**config.mk**
```make
export PLATFORM = sky130hd
export DESIGN_NAME = serial_lsb_first_comparator
export DESIGN_NICKNAME = d
export VERILOG_FILES = /design/src/rtl/serial_lsb_first_comparator.sv
export SDC_FILE = /design/constraint.sdc
export NUM_CORES = 1
export LEC_CHECK = 0
export BUFFER_PORTS_ARGS = -buffer_cell sky130_fd_sc_hd__buf_4
export CAP_MARGIN = 20
export CELL_PAD_IN_SITES_DETAIL_PLACEMENT = 0
export CELL_PAD_IN_SITES_GLOBAL_PLACEMENT = 1
export CORE_AREA = 2 2 46 48
export CTS_CLUSTER_SIZE = 8
export DETAILED_ROUTE_END_ITERATION = 8
export DIE_AREA = 0 0 48 50
export GPL_TIMING_DRIVEN = 0
export MAX_ROUTING_LAYER = met4
export PLACE_DENSITY = 0.76
export SLEW_MARGIN = 10
export SYNTH_ARGS = -nofsm -noshare
export SYNTH_HDL_FRONTEND = slang
export SYNTH_SLANG_ARGS = --single-unit
```
**constraint.sdc**
```tcl
create_clock -name clk -period 1.3 [get_ports clk]
set_input_delay 0.065 -clock clk [delete_from_list [all_inputs] [get_ports clk]]
set_output_delay 0.065 -clock clk [all_outputs]
set_load 0.05 [all_outputs]
```
**src/rtl/serial_lsb_first_comparator.sv**
```systemverilog
// Serial magnitude comparator: operands arrive one bit pair per beat, LSB first.
// The most recent differing bit decides the result, so later (higher) bits dominate.
module serial_lsb_first_comparator #(
  parameter int WIDTH = 8
) (
  input  logic clk,
  input  logic rst_n,
  input  logic start,
  input  logic bit_valid,
  input  logic a_bit,
  input  logic b_bit,
  output logic bit_ready,
  output logic busy,
  output logic result_valid,
  output logic less,
  output logic equal,
  output logic greater
);

  localparam int CW = $clog2(WIDTH) + 1;
  localparam logic [CW-1:0] LAST = CW'(WIDTH - 1);

  typedef enum logic [1:0] {
    IDLE,
    SHIFT,
    DONE
  } state_t;

  state_t state;
  state_t next_state;

  logic [CW-1:0] cnt;
  logic          run_eq;
  logic          run_lt;
  logic          run_gt;
  logic          accept;
  logic          last_beat;
  logic          nxt_eq;
  logic          nxt_lt;
  logic          nxt_gt;

  // A start request always wins over a beat presented in the same cycle.
  assign accept    = bit_valid && (state == SHIFT) && !start;
  assign last_beat = (cnt == LAST);

  assign bit_ready = (state == SHIFT);
  assign busy      = (state == SHIFT);

  always_comb begin
    nxt_eq = run_eq;
    nxt_lt = run_lt;
    nxt_gt = run_gt;
    if (a_bit != b_bit) begin
      nxt_eq = 1'b0;
      nxt_lt = ~a_bit & b_bit;
      nxt_gt = a_bit & ~b_bit;
    end
  end

  always_comb begin
    next_state = state;
    case (state)
      IDLE:  if (start) next_state = SHIFT;
      SHIFT: if (!start && accept && last_beat) next_state = DONE;
      DONE:  if (start) next_state = SHIFT;
      default: next_state = IDLE;
    endcase
  end

  always_ff @(posedge clk or negedge rst_n) begin
    if (!rst_n) begin
      state <= IDLE;
    end else begin
      state <= next_state;
    end
  end

  always_ff @(posedge clk or negedge rst_n) begin
    if (!rst_n) begin
      cnt          <= '0;
      run_eq       <= 1'b0;
      run_lt       <= 1'b0;
      run_gt       <= 1'b0;
      result_valid <= 1'b0;
      less         <= 1'b0;
      equal        <= 1'b0;
      greater      <= 1'b0;
    end else if (start) begin
      cnt          <= '0;
      run_eq       <= 1'b1;
      run_lt       <= 1'b0;
      run_gt       <= 1'b0;
      result_valid <= 1'b0;
      less         <= 1'b0;
      equal        <= 1'b0;
      greater      <= 1'b0;
    end else if (accept) begin
      cnt    <= cnt + CW'(1);
      run_eq <= nxt_eq;
      run_lt <= nxt_lt;
      run_gt <= nxt_gt;
      // Final beat loads the result directly from the updated flags.
      if (last_beat) begin
        result_valid <= 1'b1;
        less         <= nxt_lt;
        equal        <= nxt_eq;
        greater      <= nxt_gt;
      end
    end
  end

endmodule

```
==> results of run 1 <==
## metal layers
| layer | GRT usage | vias to the layer above |
|---|---|---|
| met5 | - | - |
| met1 | 0.203 | 282 |
| met3 | 0.0256 | 6 |
| met2 | 0.218 | 20 |
| li1 | - | 266 |
| met4 | 0.0676 | 0 |
## kinds of logic (layout without fill, tap and decap cells)
group / after synthesis / count (layout) / share of synthesized area
compound gates: 15 / 15 / 0.132
flops: 13 / 13 / 0.506
fa+ha+maj: 3 / 3 / 0.0584
buf+inv: 8 / 33 / 0.0642
mux: 3 / 3 / 0.0467
simple gates: 18 / 18 / 0.165
xor+xnor: 2 / 2 / 0.0272
## cells in the final DEF, fill, tap and decap left out, types with 3 or more instances in the layout
cell type  netlist  layout
buf_4            1      20
dfrtp_1         13      13
inv_1            5       5
a21oi_1          6       5
mux2i_1          3       3
o21ai_1          0       3
nand2_1          3       3
nor2_1           3       3
clkbuf_4         0       3
## worst reg2reg max path, cell delays in order, from the launching register on
cell and delay [ns]:
dfrtp_1 0.36, ha_2 0.18, nand3b_1 0.17, buf_4 0.20, nor4_2 0.28, a31o_4 0.14
## layout make-up
type | count | area share
Buffer | 3 | 0.0241
Clock buffer | 4 | 0.0281
Inverter | 5 | 0.0201
Multi-Input combinational cell | 41 | 0.364
Sequential cell | 13 | 0.348
Tap cell | 27 | 0.0361
Timing Repair Buffer | 21 | 0.179
## sequential cells by signal (all words and copies together) (netlist names)
name and count:
equal 1, run_gt 1, cnt 4, less 1, greater 1, run_eq 1, run_lt 1, state 2
result_valid 1
## power by group through the flow
stage	Sequential (mW)	Combinational, mW	Clock (mW)
after global routing	0.423	0.132	0.278
after detailed placement	0.432	0.0836	0
after floorplan	0.430	0.0494	0
final	0.422	0.117	0.257
after global placement	0.431	0.0814	0
after CTS	0.421	0.103	0.259
## what timing repair did
item	in CTS	in global routing
cloned	0	0
gates resized for setup	1	15
endpoints found under the setup margin	5	12
buffers inserted	7	2
endpoints found under the hold margin	13	0
pin swaps	3	6
hold buffers	1	0
## worst paths after layout
path,to,slack (ns),depth (start not counted)
worst max-delay path,greater,-0.07,5
worst min-delay path,equal,0.16,2
worst max register to register,greater,-0.07,5
worst min register to register,result_valid,0.52,2
max in group asynchronous,cnt[1],0.96,2
min in group clk,less,0.17,3
==> qor.csv, run 1 <==
stage;metric;value;unit
power;pwr-share-clk;0.322;
yosys;seq_area_frac_synth;0.506;
setup_path;cp.arrival;1.60;ns
yosys;syn_nets;71;
placed_design;place_congestion;0.747;
die;die_h;50;um
placed_design;io_buffers;11;
cells_and_area;layout-drive-gt1-share;0.425;
die;start_util;0.338;
clock_tree;cts_tree;done;
cells_and_area;layout.area.seq;325;sq um
placed_design;dpl_cell_area;764;sq um
global_routing;grt_max_degree;14;
drt;drt_iter0_drc;20;
yosys;yosys.area.top_type;dfrtp_1;
cells_and_area;finish.utilization;0.491;
timing;hold_ws;0.164;ns
run_status;status;finished with violations;
yosys;synth_common_cells;13 x dfrtp_1, 6 x a21oi_1, 6 x o21ai_0, 5 x inv_1;
run_status;violations;negative setup slack;
cells_and_area;fin_cells;114;
drt;drc_errors;0;
setup_path;timing.rr.start;cnt[1];
timing;timing.final.ws_setup;-0.0743;ns
timing;fin_crit_sh;1.06;
global_routing;track_usage;0.151;
cells_and_area;stdcell_area;935;sq um
clock_tree;insertion_delay;0.28;ns
timing;hold_violations;0;
clock_tree;tritoncts.num_buffers;3;
timing;fin_skew;0.00892;ns
clock_tree;cts.path.max_buffers;2;
die;die-area;2400;sq um
drt;wl_met1;750;um
yosys;synth.top_cell.area_share;0.506;
power;total_power;0.796;mW
cells_and_area;final_nets;97;
setup_path;crit_start;cnt[1];
die;io_pins;12;
placed_design;dp_cells;100;
die;core-area;1900;sq um
setup_path;worst_path_max_delay_cell;dfrtp_1;
setup_path;crit_chain;ha_2, nand3b_1, buf_4, nor4_2, a31o_4;
timing;slew_headroom;0.645;
drt;wl_per_cell;14.6;um
flow_run;maxCapViolCount;0;
timing;finalSetupViolCount;4;
die;num_rows;16;
drt;wl_met3;61;um
global_routing;grt_overflow;0;
setup_path;crit_fanout;4;
clock_tree;clockRootBuffer;clkbuf_4;
yosys;yosysWarnings;0;
timing;max_freq;728;MHz
drt;num_vias;574;
placed_design;dp_hpwl;934;um
setup_path;end_kind;register;
placed_design;pre_cts_ws;-0.153;ns
yosys;synth-seq-cells;13;
power;power_switching;0.209;mW
die;die_x;48;um
yosys;synthesis.area;643;sq um
timing;slew_violations;0;
setup_path;path_buf_inv;1;
global_routing;grt_pass1_wl;2520;um
power;p_int;0.587;mW
power;pwr-share-seq;0.530;
cells_and_area;area_growth;45.3;%
global_routing;antenna_found_initial;0;
timing;final.min_clock_period;1.37;ns
power;p_sw_frac;0.262;
power;p_leak;0.437;nW
drt;wl_met2;805;um
yosys;syn_inst;62;
yosys;synth_cell_types;23;
power;p_comb_frac;0.148;
drt;wl;1660;um
timing;tightest_slew;0.533;ns
clock_tree;cts.sinks;13;
yosys;ys.flop_type;dfrtp_1;
drt;viasPerCell;5.04;
power;ir_worst_vdd;0.363;mV
yosys;synthTopCellsByArea;dfrtp_1 51%, ha_1 5.8%, a21oi_1 4.7%;
cells_and_area;nFillCells;181;
yosys;syn_avg_cell_area;10.4;sq um
global_routing;grt_pass1_vias;564;
drt;top_layer;met4;
setup_path;critPathLaunchType;register;
setup_path;cpPeakStageDelay;0.36;ns
yosys;synth_edf_count;0;
cells_and_area;diodes;0;
timing;rsz0062_at_grt;true;
yosys;synthMostInstantiatedCell;dfrtp_1;
power;power.density;852;nW/um^2
drt;detail-route-antenna-nets;0;
timing;final.setup.tns;-0.172;ns
setup_path;required;1.53;ns
drt;first_pass_iters;4;
min_path;hp-class;primary input to async pin;
setup_path;worstSetupPathType;register to register;
cells_and_area;multi_input_comb_area;340;sq um
clock_tree;clkTransAtPathRegs;0.09;ns
yosys;synthArstFlopShare;1.00;
setup_path;crit_family;simple AND/OR/NAND/NOR gates;
clock_tree;htree_levels;1;
(Power assumes the default switching activity.)
==> run 2, diff against run 1 <==
--- a/config.mk
+++ b/config.mk
@@ -5,17 +5,18 @@
 export SDC_FILE = /design/constraint.sdc
 export NUM_CORES = 1
 export LEC_CHECK = 0
+export ABC_AREA = 1
 export BUFFER_PORTS_ARGS = -buffer_cell sky130_fd_sc_hd__buf_4
 export CAP_MARGIN = 20
 export CELL_PAD_IN_SITES_DETAIL_PLACEMENT = 0
 export CELL_PAD_IN_SITES_GLOBAL_PLACEMENT = 1
-export CORE_AREA = 2 2 46 48
+export CORE_AREA = 3 3 48 50
 export CTS_CLUSTER_SIZE = 8
 export DETAILED_ROUTE_END_ITERATION = 8
-export DIE_AREA = 0 0 48 50
+export DIE_AREA = 0 0 51 53
 export GPL_TIMING_DRIVEN = 0
 export MAX_ROUTING_LAYER = met4
-export PLACE_DENSITY = 0.76
+export PLACE_DENSITY = 0.77
 export SLEW_MARGIN = 10
 export SYNTH_ARGS = -nofsm -noshare
 export SYNTH_HDL_FRONTEND = slang
==> run 2 against run 1 <==
Net effect:
- the flow now finishes without violations
- hold slack better by 0.016 ns
- area after synthesis is 2.1% higher
- design area fell by 12%
- sequential cell count stayed put
- register-to-register slack better by 0.23 ns
- first-iteration DRC count fell by 40%
- largest power group unchanged
==> qor.csv, run 2 <==
stage;metric;value;unit;change
die;die_x;51;um;+6.3%
timing;rsz0062_at_grt;false;;
power;p_leak;0.430;nW;-1.7%
yosys;synth_common_cells;22 x nand2_1, 13 x dfrtp_1, 9 x nor2_1, 8 x nand3_1, 6 x inv_1;;
setup_path;crit_fanout;3;;-1
yosys;synth_edf_count;0;;unchanged
clock_tree;clkTransAtPathRegs;0.08;ns;about the same
yosys;synthesis.area;657;sq um;+2.1%
setup_path;cpPeakStageDelay;0.39;ns;+0.03 ns
setup_path;worst_path_max_delay_cell;dfrtp_1;;
clock_tree;postCtsSetupBuffers;0;;-7
clock_tree;cts.sinks;13;;unchanged
cells_and_area;nFillCells;210;;+16%
yosys;synth_compound_area_frac;0.0571;;-0.0752
global_routing;track_usage;0.126;;-0.0249
setup_path;cp_common_cell;buf_4;;
yosys;yosys.area.top_type;dfrtp_1;;
yosys;yosys.area_share.adder;0.0571;;-0.00122
yosys;synth_cell_types;18;;-22%
yosys;synthSimpleGateAreaFrac;0.303;;+0.137
drt;detail-route-antenna-nets;0;;unchanged
timing;finalSetupViolCount;0;;-4
cells_and_area;largestRegisters;cnt (4), state (2);;
global_routing;grt_overflow;0;;unchanged
die;core-area;1940;sq um;+2.1%
setup_path;worstSetupPathType;register to primary output;;
die;die-area;2700;sq um;+13%
cells_and_area;area_growth;25.9;%;
clock_tree;htree_levels;1;;unchanged
die;start_util;0.338;;about the same
placed_design;place_congestion;0.753;;+0.79%
yosys;ys.flop_type;dfrtp_1;;
yosys;synth.mux.area_fraction;0;;-0.0467
timing;fin_crit_sh;0.935;;-0.122
power;pwr-share-seq;0.546;;+0.016
drt;viasPerCell;4.55;;-9.7%
power;p_int;0.622;mW;+5.9%
power;power_switching;0.232;mW;+11%
yosys;synthXorXnorAreaFrac;0.0133;;-0.0139
yosys;synth-seq-cells;13;;unchanged
power;pwr-share-clk;0.286;;-0.036
drt;drc_errors;0;;unchanged
global_routing;grt_pass1_wl;2460;um;-2.2%
cells_and_area;final_common_cell;nand2_1;;
clock_tree;tritoncts.num_buffers;3;;unchanged
yosys;synthTopCellsByArea;dfrtp_1 50%, nand2_1 13%, nand3_1 6.1%;;
timing;hold_ws;0.180;ns;+0.0160 ns
drt;wl;1270;um;-24%
drt;first_pass_iters;4;;unchanged
setup_path;end_kind;primary output;;
cells_and_area;largest_reg_flops;4;;unchanged
placed_design;dp_hpwl;980;um;+4.9%
setup_path;crit_family;flip-flops;;
global_routing;grt_max_degree;14;;unchanged
clock_tree;cts.path.max_buffers;2;;unchanged
run_status;status;complete, no violations;;
drt;wl_per_cell;10.5;um;-28%
timing;slew_violations;0;;unchanged
placed_design;io_buffers;11;;unchanged
timing;max_freq;822;MHz;+13%
cells_and_area;largest-register;cnt;;
setup_path;crit_chain;inv_1, nor2_2, buf_4, buf_4;;
yosys;syn_nets;86;;+21%
clock_tree;insertion_delay;0.27;ns;about the same
setup_path;critPathLaunchType;register;;
yosys;synth_top_family_by_area;simple AND/OR/NAND/NOR gates;;
power;p_sw_frac;0.272;;+0.00971
timing;fin_skew;0.00227;ns;-0.00664 ns
power;ir_worst_vdd;0.517;mV;+42%
setup_path;required;1.24;ns;-0.29 ns
flow_run;maxCapViolCount;0;;unchanged
setup_path;path_buf_inv;3;;+2
timing;tightest_slew;0.181;ns;-0.351 ns
timing;hold_violations;0;;unchanged
drt;drt_iter0_drc;12;;-40%
yosys;synth.top_cell.area_share;0.495;;-0.0106
cells_and_area;layout-drive-gt1-share;0.245;;-0.181
cells_and_area;layout_common_cells;22 x nand2_1, 13 x dfrtp_1, 12 x buf_4;;
global_routing;grt_pass1_vias;607;;+7.6%
drt;num_vias;550;;-4.2%
timing;timing.final.ws_setup;0.0840;ns;+0.158 ns
placed_design;pre_cts_ws;0.126;ns;+0.279 ns
cells_and_area;final_nets;104;;+7.2%
yosys;syn_inst;77;;+24%
yosys;synthMostInstantiatedCell;nand2_1;;
power;power.density;1030;nW/um^2;+21%
yosys;seq_area_frac_synth;0.495;;-0.0106
power;p_comb_frac;0.168;;+0.020
die;die_h;53;um;+6.0%
die;num_rows;16;;unchanged
yosys;syn_avg_cell_area;8.53;sq um;-18%
timing;slew_headroom;0.879;;+0.234
timing;final.setup.tns;0;ns;+0.172 ns
yosys;yosysWarnings;0;;unchanged
global_routing;antenna_found_initial;0;;unchanged
die;io_pins;12;;unchanged
yosys;synthArstFlopShare;1.00;;unchanged
cells_and_area;diodes;0;;unchanged
clock_tree;clockRootBuffer;clkbuf_4;;
min_path;hp-class;primary input to async pin;;
timing;final.min_clock_period;1.22;ns;-0.158 ns
setup_path;cp.arrival;1.15;ns;-0.45 ns
clock_tree;cts_tree;done;;
[run 2: cells by family after synthesis]
| kind of cell | count (synthesis) |
|---|---|
| buf+inv | 10 |
| flops | 13 |
| fa+ha+maj | 3 |
| simple gates | 43 |
| compound gates | 7 |
| xor+xnor | 1 |
[run 2: path summary, 6_finish.rpt]
path	start	slack (ns)	cells after the start	to
min in group clk	bit_valid	0.19	4	cnt[2]
hold reg to reg	greater	0.49	2	greater
setup reg to reg	state[1]	0.16	6	equal
hold / removal	rst_n	0.18	2	state[0]
setup / recovery	state[0]	0.08	4	busy
max in group asynchronous	rst_n	0.96	2	run_lt
[run 2: repair_timing]
| action | 4_1_cts | 5_1_grt |
|---|---|---|
| hold buffers | 2 | 0 |
| hold endpoints to repair | 14 | 0 |
| resized for setup | 0 | 1 |
| endpoints found under the setup margin | 0 | 1 |
[run 2: routing by layer]
layer	GRT usage	routed length, um
met1	0.154	613
met3	0.0282	76
met2	0.189	561
met5	-	0
met4	0.0807	15
[run 2: cell type report]
| type | instances | area [sq um] | area share |
|---|---|---|---|
| timing repair buffer | 13 | 103 | 0.124 |
| buffer | 2 | 18.8 | 0.0227 |
| tap | 27 | 33.8 | 0.0408 |
| clock buffer | 4 | 26.3 | 0.0318 |
| inverter | 8 | 30.0 | 0.0363 |
| multi-input combinational | 54 | 290 | 0.351 |
| sequential | 13 | 325 | 0.393 |
[run 2: metrics by stage]
stage / cell area, sq um / utilization / cells / power (mW)
after floorplan: 659 / - / 77 / 0.566
after global placement: 776 / 0.399 / 115 / 0.609
after detailed placement: 776 / 0.399 / 115 / 0.612
after CTS: 822 / 0.423 / 121 / 0.863
after global routing: 827 / 0.426 / 121 / 0.920
final: 827 / 0.426 / 121 / 0.854
[run 2: power by group through the flow]
stage               sequential (mW)  clock [mW]  combinational [mW]
floorplan                     0.470           0              0.0967
global placement              0.472           0               0.137
CTS                           0.466       0.252               0.145
global route                  0.473       0.271               0.176
detailed placement            0.474           0               0.138
finish                        0.467       0.244               0.144
